[src/rtl/dac_spi_tx.sv]
// dac_spi_tx: write-only SPI master that frames one command word to the MAX5134 DAC, MSB first
module dac_spi_tx #(
    parameter int DATA_WIDTH  = 24,
    parameter int HALF_PERIOD = 2
) (
    input  logic                  clock_in,
    input  logic                  rstn,
    input  logic [DATA_WIDTH-1:0] data_in,
    input  logic                  send,
    output logic                  spi_cs_out,
    output logic                  spi_clock_out,
    output logic                  spi_data_out,
    output logic                  busy
);
    localparam int BW = $clog2(DATA_WIDTH + 1);
    localparam int HW = $clog2(HALF_PERIOD + 1);

    typedef enum logic [1:0] {IDLE, SHIFT, HOLD} state_t;

    state_t                r_state;
    state_t                w_next;
    logic [DATA_WIDTH-1:0] r_shift;
    logic [BW-1:0]         r_bits;
    logic [HW-1:0]         r_half;
    logic                  r_sclk;
    logic                  w_tick;
    logic                  w_accept;
    logic                  w_end;

    assign w_tick   = r_half == HW'(HALF_PERIOD - 1);
    assign w_accept = send && (r_state == IDLE || (r_state == HOLD && w_tick));
    assign w_end    = r_state == SHIFT && w_tick && !r_sclk && r_bits == BW'(DATA_WIDTH);

    assign spi_cs_out    = r_state != SHIFT;
    assign busy          = r_state != IDLE;
    assign spi_clock_out = r_sclk;
    assign spi_data_out  = r_shift[DATA_WIDTH-1];

    // state register
    always_ff @(posedge clock_in or negedge rstn) begin
        if (!rstn) r_state <= IDLE;
        else       r_state <= w_next;
    end

    // next state: a send at the end of HOLD starts the next frame without an idle cycle
    always_comb begin
        w_next = r_state;
        w_next = w_accept ? SHIFT :
                 w_end ? HOLD :
                 (r_state == HOLD && w_tick) ? IDLE : r_state;
    end

    // half-period timer, SCLK generation, bit counting and MSB-first shifting
    always_ff @(posedge clock_in or negedge rstn) begin
        if (!rstn) begin
            r_shift <= '0;
            r_bits  <= '0;
            r_half  <= '0;
            r_sclk  <= 1'b0;
        end else if (w_accept) begin
            r_shift <= data_in;
            r_bits  <= '0;
            r_half  <= '0;
            r_sclk  <= 1'b0;
        end else if (r_state != IDLE) begin
            r_half <= w_tick ? '0 : r_half + HW'(1);
            if (r_state == SHIFT && w_tick) begin
                if (r_sclk) begin
                    r_sclk <= 1'b0;
                    r_bits <= r_bits + BW'(1);
                end else if (r_bits != BW'(DATA_WIDTH)) begin
                    r_sclk <= 1'b1;
                    if (r_bits != '0) r_shift <= r_shift << 1;
                end else begin
                    r_shift <= '0;
                end
            end
        end
    end
endmodule

[config.mk]
export PLATFORM = sky130hd
export DESIGN_NAME = dac_spi_tx
export DESIGN_NICKNAME = d
export VERILOG_FILES = /design/src/rtl/dac_spi_tx.sv
export SDC_FILE = /design/constraint.sdc
export NUM_CORES = 1
export LEC_CHECK = 0
export CAP_MARGIN = 20
export CORE_ASPECT_RATIO = 0.75
export CORE_MARGIN = 2
export CORE_UTILIZATION = 54
export CTS_BUF_LIST = sky130_fd_sc_hd__clkbuf_4 sky130_fd_sc_hd__clkbuf_8
export DETAILED_ROUTE_END_ITERATION = 16
export PLACE_DENSITY = 0.85
export SYNTH_ARGS = -nofsm -noshare
export SYNTH_HDL_FRONTEND = slang
export SYNTH_SLANG_ARGS = --single-unit
[constraint.sdc]
create_clock -name clock_in -period 2.1 [get_ports clock_in]
set_clock_uncertainty 0.1 [all_clocks]
set_input_delay 0.525 -clock clock_in [delete_from_list [all_inputs] [get_ports clock_in]]
set_output_delay 0.525 -clock clock_in [all_outputs]
set_load 0.005 [all_outputs]
==> results.cfg, run 1 <==
[die]
design.die.area_um2 = 3631
start_util_pct = 57.31
io_pins = 31
design.core.area_um2 = 2978
die_w_um = 68.92
floorplan.rows = 17
fp.dieH_um = 52.69

[logic_synthesis]
synth-edff-count = 0
ys.flop_type = dfrtp_1
synthDistinctLibCells = 27
syn_area_um2 = 1707
synth_seq_cells = 34
avgSynthCellArea_um2 = 9.078
async_flop_share_pct = 100.0
postSynthCellCount = 188
synthesis.nets = 217
yosysWarnings = 0
yosysSeqAreaShare_pct = 49.85

[global_route]
gr-total-overflow = 0
antenna_found_initial = 0
grt_pass1_wl_um = 6417
grt_max_degree = 51
track_usage_pct = 24.40
grt_pass1_vias = 1431

[power]
leakagePower_nw = 0.9854
p_seq_share_pct = 37.9
total_power_mw = 2.862
power.internal_mw = 1.755
power_density_nw_per_um2 = 1315
clockPowerShare_pct = 19.6
power.switching_mw = 1.107
p_comb_share_pct = 42.5
switching_share_pct = 38.67
peakVddDrop_mv = 0.5970

[clock_network]
clock_latency_ns = 0.28
numCtsBuffers = 5
clkTransAtPathRegs_ns = 0.07
cts_tree = built
clkSinkCount = 34
htreeDepth = 2
cts_hold_buf = 0
root_buffer = clkbuf_8
clockBufferDepth = 2

[drt]
viasPerCell = 5.801
drc_errors = 0
ant_nets = 0
totalWireLength_um = 3973
firstDrtPassIters = 5
dr_total_vias = 1514
drt_iter0_drc = 167
avgRoutedWirePerCell_um = 15.22

[sta]
fmaxAchievable_mhz = 492.3
setup_viol = 0
hold_viol = 0
tns_ns = 0
rsz0062_at_grt = false
period_share_pct = 96.73
min_period_ns = 2.031
hold_ws_ns = 0.4132
slew_headroom_pct = 50.12
slew_violations = 0
worstMarginPinSlew_ns = 0.7469

[layout]
drive_gt1_share_pct = 11.21
regArea_um2 = 853.3
syn_to_final_growth_pct = 27.49
multi_input_area_um2 = 774.5
fin_nets = 251
insertedDiodeCount = 0
n_fill_cell = 215
instances_no_fill = 261

[flow_run]
cap_violations = 0

[worst_setup_path]
path_cells = buf_4 -> nand2b_1 -> clkdlybuf4s50_1
cp.required_ns = 1.47
crit_path_end_kind = primary output
cp_slowest_cell = clkdlybuf4s50_1
critical_path.max_stage_delay_ns = 0.44
path_max_fanout = 7
critPathLaunchType = flop
worstSetupPathType = reg -> out
critPathArrivalTime_ns = 1.41

[placed_design]
dpl.cell_count = 249
gp_congestion = 0.8037
place_hpwl_um = 2515
port_buffers = 30

[min_path]
worstHoldPathType = reg -> reg

[run_status]
status = finished clean
critical path: cells and delay by family, from the launching register on:
| family | cells | cell delay (ns) |
|---|---|---|
| buf+inv | 2 | 0.59 |
| simple gates | 1 | 0.13 |
| flops | 1 | 0.40 |
sequential cells by signal, summed over array words and instances, names as in the netlist:
register and flops:
r_shift 24, spi_clock_out 1, r_half 2, r_state 2, r_bits 5
synth_stat cells (3+ instances only):
cell type / n / share of area [%]
clkbuf_1: 4 / 0.88
xor2_1: 3 / 1.5
buf_6: 4 / 2.6
nand2_1: 30 / 6.6
nand2b_1: 3 / 1.1
a21oi_1: 3 / 0.88
nand3_1: 75 / 22
nor2_1: 5 / 1.1
buf_4: 3 / 1.3
dfrtp_1: 34 / 50
and3_1: 4 / 1.5
logic make-up after synthesis:
group / after synthesis / synth area share (%)
simple gates: 124 / 36.44
flops: 34 / 49.85
buf+inv: 15 / 5.718
compound gates: 8 / 3.959
xor+xnor: 5 / 2.566
fa+ha+maj: 2 / 1.466
path summary, 6_finish.rpt:
path,cells past startpoint,slack (ns),from,end
max,3,0.07,r_state[1],spi_cs_out
min,2,0.41,r_shift[21],r_shift[22]
max reg2reg,6,0.16,r_bits[0],r_shift[13]
min reg2reg,2,0.41,r_shift[21],r_shift[22]
max in group asynchronous,2,1.01,rstn,r_state[1]
min in group asynchronous,2,0.55,rstn,r_bits[1]
what timing repair did:
item | 4_1_cts | 5_1_grt
setup endpoints to repair | 1 | 24
cloned | 0 | 1
pin swaps | 0 | 1
gates resized for setup | 2 | 1
buffers inserted | 3 | 0
per-stage QoR:
step / area [um2] / util [%] / worst slack (ns)
2_1_floorplan: 1707 / - / 0.5159
3_3_place_gp: 2026 / 68.03 / 0.1511
3_5_place_dp: 2026 / 68.03 / 0.03817
4_1_cts: 2161 / 72.56 / 0.02945
5_1_grt: 2176 / 73.07 / 0.01748
6_report: 2176 / 73.07 / 0.06874
area by class of cell:
| cell class | count | area share (%) |
|---|---|---|
| sequential | 34 | 39.22 |
| multi-input combinational | 140 | 35.60 |
| timing repair buffer | 39 | 17.60 |
| clock buffer | 8 | 5.060 |
| tap | 38 | 2.185 |
| inverter | 2 | 0.3450 |
power by group through the flow:
stage                     combinational [mW]  sequential, mW  clock [mW]
final                                   1.22            1.09       0.560
after CTS                               1.17            1.08       0.571
after global routing                    1.36            1.11       0.601
after global placement                  1.06            1.08           0
after floorplan                        0.901            1.05           0
after detailed placement                1.12            1.10           0
per-layer routing:
| layer | track usage, % | wire length, um | vias up |
|---|---|---|---|
| li1 | - | - | 720 |
| met1 | 30.10 | 1602 | 728 |
| met2 | 41.83 | 2014 | 55 |
| met3 | 5.806 | 268 | 11 |
| met4 | 8.170 | 89 | 0 |
| met5 | 0 | 0 | - |
placed cells by master (no fill, tap or decap), types with 2 or more instances in the layout:
cell type,n
xor2_1,3
and3_1,4
ha_1,2
inv_1,2
clkdlybuf4s50_1,29
nand2_1,30
nand3_1,75
clkbuf_8,8
dfrtp_1,32
nand2b_1,3
xnor2_1,2
nor2_1,5
buf_4,8
a21oi_1,2
dfrtp_2,2
(Power assumes the default switching activity.)
==> inputs of run 2 (changes only) <==
Settings changed: RECOVER_POWER set to 25.
==> run 2 against run 1 <==
Net effect:
- register-to-register slack is essentially flat
- largest cell class unchanged
- wire length about the same
- worst hold slack unchanged
- highest routed layer unchanged
==> results.cfg, run 2 (synthesis gave the netlist of run 1 again) <==
[run_status]
status = finished clean

[worst_setup_path]
path_cells = buf_4 -> nand2b_1 -> clkdlybuf4s50_1
path_buf_inv = 2
reg2reg_depth = 6
cp.depth = 3
crit_path_end = spi_cs_out
critPathLaunchType = flop
rr_endpoint = r_shift[13]
worstSetupPathType = reg -> out
critPathArrivalTime_ns = 1.41
crit_path_end_kind = primary output
critical_path.max_stage_delay_ns = 0.44
path_max_fanout = 7
path_delay_family = buffers and inverters
regToRegSetupSlack_ns = 0.16
r2r_start = r_bits[0]
cp_slowest_cell = clkdlybuf4s50_1
cp.required_ns = 1.47
startpoint = r_state[1]

[sta]
hold_viol = 0
tns_ns = 0
slew_headroom_pct = 43.10
fmaxAchievable_mhz = 492.3
slew_violations = 0
period_share_pct = 96.73
worstMarginPinSlew_ns = 0.8535
setup_viol = 0
fin_ws_ns = 0.06874
rsz0062_at_grt = false
min_period_ns = 2.031

[layout]
multi_input_area_um2 = 774.5
regMostFlops = r_shift
drive_gt1_share_pct = 11.21
regArea_um2 = 853.3
insertedDiodeCount = 0
final_common_cell = nand3_1
largest_register_ff_count = 24
syn_to_final_growth_pct = 27.35
fin_nets = 251
n_fill_cell = 216
instances_no_fill = 261
biggestRegsByFlops = r_shift: 24 flops, r_bits: 5 flops
final_cell_mix = nand3_1, dfrtp_1, nand2_1

[power]
power_density_nw_per_um2 = 1317
peakVddDrop_mv = 0.5973
leakagePower_nw = 0.9850

[die]
floorplan.rows = 17
fp.dieH_um = 52.69
io_pins = 31
design.core.area_um2 = 2978
start_util_pct = 57.31
design.die.area_um2 = 3631
die_w_um = 68.92

[drt]
totalWireLength_um = 3974
ant_nets = 0
viasPerCell = 5.801
avgRoutedWirePerCell_um = 15.23
drt_iter0_drc = 167
firstDrtPassIters = 5
drc_errors = 0
dr_total_vias = 1514

[clock_network]
cts_tree = built
clockBufferDepth = 2
clkTransAtPathRegs_ns = 0.07
htreeDepth = 2
cts_hold_buf = 0
clkSinkCount = 34
root_buffer = clkbuf_8
clock_latency_ns = 0.28
numCtsBuffers = 5

[global_route]
grt_pass1_wl_um = 6417
track_usage_pct = 24.40
grt_pass1_vias = 1431
grt_max_degree = 51
antenna_found_initial = 0
gr-total-overflow = 0

[placed_design]
gp_congestion = 0.8037
dpl.cell_count = 249
port_buffers = 30
dp_worst_setup_slack_ns = 0.03817
place_hpwl_um = 2515

[min_path]
worstHoldPathType = reg -> reg
min-delay-start = r_shift[21]

[flow_run]
cap_violations = 0
[run 2: cell count changes in the layout (fill, tap and decap cells not counted)]
cell             previous run  this run
buf_4                       8         7
clkbuf_2                    0         1
clkdlybuf4s50_1            29        28
dlygate4sd3_1               0         1
[run 2: per-stage QoR]
step           cell area, um2  power [mW]  util (%)  hold WS [ns]
3_5_place_dp             2026       2.222     68.03        0.3978
4_1_cts                  2161       2.820     72.56        0.4141
2_1_floorplan            1707       1.950         -        0.1294
3_3_place_gp             2026       2.139     68.03        0.3827
5_1_grt                  2173       3.072     72.98        0.4397
6_report                 2173       2.861     72.98        0.4132
[run 2: report_power, final]
part / internal [mW] / switching, mW / leakage [nW] / total [mW]
Combinational: 0.523 / 0.694 / 0.489 / 1.22
Sequential: 0.901 / 0.185 / 0.438 / 1.09
Clock: 0.331 / 0.229 / 0.0575 / 0.560
Total: 1.75 / 1.11 / 0.985 / 2.86
[run 2: worst register-to-register path, cell delays in order, from the launching register on]
cell and delay [ns]:
dfrtp_1 0.36, inv_1 0.08, ha_1 0.18, nor2b_1 0.19
a211oi_2 0.68, nand3_1 0.17, nand3_1 0.12
[run 2: timing repair]
| item | 4_1_cts | 5_1_grt |
|---|---|---|
| buffers inserted | 3 | 0 |
| gates resized for setup | 2 | 1 |
| pin swaps | 0 | 1 |
| endpoints found under the setup margin | 1 | 24 |
| cloned | 0 | 1 |
[run 2: worst min-delay path by stage]
stage,end,slack [ns],depth (start not counted)
detailed placement,r_shift[2],0.40,2
global placement,r_shift[0],0.38,2
floorplan,r_bits[0],0.13,0
finish,r_shift[22],0.41,2
CTS,r_shift[2],0.41,2
global route,r_shift[2],0.44,2
[run 2: area by class of cell]
type                            count  area share [%]
Timing Repair Buffer               39           17.50
Clock buffer                        8           5.066
Multi-Input combinational cell    140           35.64
Tap cell                           38           2.188
Inverter                            2          0.3454
Sequential cell                    34           39.26
[run 2: layer usage]
metal | wire length, um | GRT usage (%)
met1 | 1603 | 30.10
met3 | 268 | 5.806
met4 | 89 | 8.170
met2 | 2013 | 41.83
met5 | 0 | 0
